--- config.mk ---
export PLATFORM = sky130hd
export DESIGN_NAME = key_debounce
export DESIGN_NICKNAME = d
export VERILOG_FILES = /design/src/rtl/key_debounce.sv
export SDC_FILE = /design/constraint.sdc
export NUM_CORES = 1
export LEC_CHECK = 0
export ABC_AREA = 0
export CAP_MARGIN = 20
export CORE_UTILIZATION = 55
export CTS_CLUSTER_DIAMETER = 30
export DETAILED_ROUTE_END_ITERATION = 6
export PLACE_DENSITY = 0.73
export SYNTH_ARGS = -nofsm -noshare
export SYNTH_HDL_FRONTEND = slang
export SYNTH_SLANG_ARGS = --single-unit
--- constraint.sdc ---
create_clock -name CLK -period 2.2 [get_ports CLK]
set_clock_uncertainty 0.05 [all_clocks]
set_input_delay 0.66 -clock CLK [delete_from_list [all_inputs] [get_ports CLK]]
set_output_delay 0.66 -clock CLK [all_outputs]
set_load 0.01 [all_outputs]
--- src/rtl/key_debounce.sv ---
// rtl/key_debounce.sv - per-key synchroniser, stability filter and press pulse; DEBOUNCE_RELEASE_PULSE_EN adds KeyRelease
module key_debounce #(
  parameter  int WIDTH           = 2,
  parameter  int DEBOUNCE_CYCLES = 500000,
  localparam int CNT_W           = $clog2(DEBOUNCE_CYCLES + 1)
) (
  input  logic             CLK,
  input  logic             Rst,
  input  logic [WIDTH-1:0] Key,
  output logic [WIDTH-1:0] KeyState,
  output logic [WIDTH-1:0] KeyLevel
`ifdef DEBOUNCE_RELEASE_PULSE_EN
  ,
  output logic [WIDTH-1:0] KeyRelease
`endif
);

  // Count value at which the next differing sample is the D-th in a row.
  localparam logic [CNT_W-1:0] CNT_LAST = CNT_W'(DEBOUNCE_CYCLES - 1);

  logic [WIDTH-1:0] s1;
  logic [WIDTH-1:0] s2;
  logic [CNT_W-1:0] cnt [WIDTH];

  // Two-flop synchroniser; only s2 is ever looked at by the filter.
  always_ff @(posedge CLK) begin
    if (Rst) begin
      s1 <= '0;
      s2 <= '0;
    end else begin
      s1 <= Key;
      s2 <= s1;
    end
  end

  // Per-channel stability counter; a level change needs DEBOUNCE_CYCLES consecutive differing samples.
  always_ff @(posedge CLK) begin
    if (Rst) begin
      KeyLevel <= '0;
      KeyState <= '0;
`ifdef DEBOUNCE_RELEASE_PULSE_EN
      KeyRelease <= '0;
`endif
      for (int i = 0; i < WIDTH; i++) begin
        cnt[i] <= '0;
      end
    end else begin
      for (int i = 0; i < WIDTH; i++) begin
        KeyState[i] <= 1'b0;
`ifdef DEBOUNCE_RELEASE_PULSE_EN
        KeyRelease[i] <= 1'b0;
`endif
        if (s2[i] == KeyLevel[i]) begin
          cnt[i] <= '0;
        end else if (cnt[i] == CNT_LAST) begin
          KeyLevel[i] <= s2[i];
          cnt[i]      <= '0;
          KeyState[i] <= s2[i];
`ifdef DEBOUNCE_RELEASE_PULSE_EN
          KeyRelease[i] <= ~s2[i];
`endif
        end else begin
          cnt[i] <= cnt[i] + CNT_W'(1);
        end
      end
    end
  end

endmodule

==> results of run 1 <==
## stage by stage
stage / setup WS, ns / util (%) / area [µm²] / std cells / hold slack, ns
global route: 0.101 / 66.8 / 2910 / 334 / 0.410
global placement: 0.169 / 64.4 / 2800 / 326 / 0.367
detailed placement: 0.159 / 64.4 / 2800 / 326 / 0.377
finish: 0.198 / 66.8 / 2910 / 334 / 0.397
floorplan: 0.351 / - / 2640 / 265 / 0.364
CTS: 0.201 / 66.8 / 2910 / 334 / 0.400
## area by class of cell
| class | count | area, µm² | share of cell area (%) |
|---|---|---|---|
| clock inverters | 1 | 30.0 | 1.03 |
| repair buffers | 16 | 150 | 5.16 |
| inverters | 4 | 15.0 | 0.516 |
| clock buffers | 7 | 76.3 | 2.62 |
| well taps | 52 | 65.1 | 2.24 |
| flip-flops and latches | 46 | 1300 | 44.7 |
| multi-input cells | 208 | 1270 | 43.7 |
## worst max-delay path: cells and delay by family (launching register included)
family	cells	cell delay, ns
AO/OA/AOI/OAI	1	0.34
AND/OR/NAND/NOR	3	0.67
buffers and inverters	1	0.21
flip-flops	1	0.50
## cell usage after synthesis, types with 2 or more instances
library cell,count,area (µm²)
nand4_2,2,25.0
xnor2_1,15,131
ha_1,2,25.0
nand3_1,13,65.1
or3_1,6,37.5
o21ai_0,6,30.0
and4_1,2,17.5
nand2_1,9,33.8
a21oi_1,8,40.0
nor4_1,6,37.5
or2b_2,2,17.5
dfxtp_1,8,160
buf_6,3,33.8
buf_2,2,10.0
nor2_1,32,120
o21ai_2,2,17.5
nor2b_1,4,25.0
and3_1,7,43.8
xor2_1,13,114
edfxtp_1,38,1140
nand4_1,11,68.8
nor4b_1,2,17.5
nor3_1,7,35.0
inv_1,4,15.0
## sequential cells by signal, indices dropped and copies added, names as in the netlist
register  cells
cnt          38
s1            2
KeyLevel      2
KeyState      2
s2            2
## logic make-up after synthesis
kind of cell,Yosys count,share of synthesized area (%)
AND/OR/NAND/NOR,119,29.1
AO/OA/AOI/OAI,20,4.80
multiplexers,1,0.400
flip-flops,46,52.0
adder cells (fa/ha/maj),2,0.999
other,1,0.150
buffers and inverters,11,2.80
XOR/XNOR,28,9.80
## per-layer routing
layer / vias to the layer above / routed length, µm / global-route usage [%] / share of wire [%]
li1: 915 / - / - / -
met1: 802 / 2260 / 30.6 / 53
met2: 35 / 1760 / 26.4 / 41
met3: 6 / 171 / 4.36 / 4.0
met4: 0 / 74 / 8.16 / 1.7
met5: - / 0 / 0 / 0
## path summary, 6_finish.rpt
| path | start | to | slack, ns |
|---|---|---|---|
| max | cnt[0][7]$_SDFFCE_PN0P_ | cnt[0][10]$_SDFFCE_PN0P_ | 0.20 |
| min | s1[0]$_SDFF_PP0_ | s2[0]$_SDFF_PP0_ | 0.40 |
| min reg2reg | s1[0]$_SDFF_PP0_ | s2[0]$_SDFF_PP0_ | 0.40 |
| max reg2reg | cnt[0][7]$_SDFFCE_PN0P_ | cnt[0][10]$_SDFFCE_PN0P_ | 0.20 |
## power breakdown
part / switching, mW / internal (mW)
registers: 0.0378 / 0.975
clock network: 0.268 / 0.340
logic: 0.0476 / 0.0419
==> reports/metrics.csv, run 1 <==
stage,metric,value,unit
outcome,status,"complete, no violations",
worst_setup_path,critPathMaxStageDelay,0.50,ns
placement,gp_congestion,0.823,
floorplanning,start_util,57.5,%
clocking,ctsResizeCount,0,
layout,areaGrowthSynthToFinish,16.2,%
power_and_ir_drop,p_leak,1.04,nW
floorplanning,die_w,69.5,µm
sta,grt_setup_unrepaired,false,
global_routing,grt_pass1_wl,7.43,mm
sta,clock.fmax,500,MHz
logic_synthesis,synth.avg_cell_area,11.0,µm²
worst_setup_path,crit_path_end_kind,flip-flop,
logic_synthesis,ys_seq_area_share,52.0,%
layout,num-nets-final,287,
floorplanning,die_h,69.5,µm
power_and_ir_drop,ir_drop,0.386,mV
worst_setup_path,reg2reg_depth,5,
sta,setup_tns,0,ns
floorplanning,placementRows,24,
placement,io_buffer_count,7,
clocking,htreeDepth,2,
floorplanning,die-area,4830,µm²
clocking,cts_tree,built,
placement,hpwl,3.06,mm
layout,antenna_cells,0,
clocking,cts_hold_buf,0,
clocking,root_buffer,clkbuf_8,
layout,drive_gt1_share,12.1,%
worst_setup_path,crit_path_top_delay_cell,edfxtp_1,
clocking,max-clock-path-buffers,2,
logic_synthesis,ys_ff_latch,46,
global_routing,first_global_vias,1599,
routing,vias_per_cell,5.26,
logic_synthesis,ys_async_sr_fraction,0,%
power_and_ir_drop,powerDensity,588,nW/µm²
worst_setup_path,critPathKind,flip-flop to flip-flop,
routing,route.detailed.drc,0,
floorplanning,core-area,4350,µm²
sta,min_period_over_period,91.0,%
worst_setup_path,crit_chain,"nor4b_1, nand4_1, o21ai_2, buf_4, nor2_1",
clocking,clk_latency,0.30,ns
global_routing,grt_max_degree,18,
sta,hold_violations,0,
sta,slew_violations,0,
worst_setup_path,worstPathArrival,2.01,ns
floorplanning,boundaryPins,8,
sta,period_minus_slack,2.00,ns
routing,totalWireLength,4.27,mm
layout,fillers,357,
job,max-cap-violations,0,
routing,ant_nets,0,
power_and_ir_drop,power.total,1.71,mW
clocking,cts.clk_slew.worst_paths,0.08,ns
logic_synthesis,yosysUniqueCellTypes,48,
logic_synthesis,yosysWarnings,0,
routing,route.detailed.wl_per_inst,12.8,µm
worst_hold_path,hold_depth,1,
routing,drt_pass1_iterations,4,
global_routing,gr-total-overflow,0,
worst_setup_path,crit_required,2.21,ns
logic_synthesis,ys.flop_type,edfxtp_1,
clocking,post_cts_buffers,0,
routing,dr.first_iter.drc_count,136,
worst_setup_path,startpoint_type,flip-flop,
routing,vias,1758,
global_routing,antenna_found_initial,0,
logic_synthesis,synth_area,2500,µm²
sta,setup_viol,0,
global_routing,grt_util_all_layers,19.8,%
logic_synthesis,synthCells,228,
clocking,cts.sink_count,46,
worst_setup_path,worstPathMaxFanout,7,
clocking,numCtsBuffers,5,
logic_synthesis,synth-edff-count,38,
layout,final_cell_mix,"edfxtp_1 (38), conb_1 (38), nor2_1 (32), xnor2_1 (15)",
worst_hold_path,hp-class,flip-flop to flip-flop,
Power figures use the tool's default switching activity.
==> run 2: changes to the inputs <==
--- a/config.mk
+++ b/config.mk
@@ -6,6 +6,7 @@
 export NUM_CORES = 1
 export LEC_CHECK = 0
 export ABC_AREA = 0
+export ABC_CLOCK_PERIOD_IN_PS = 2200
 export CAP_MARGIN = 20
 export CORE_UTILIZATION = 55
 export CTS_CLUSTER_DIAMETER = 30
==> results of run 2 <==
Same layout as run 1: the final DEF is identical, and so are final timing and power.
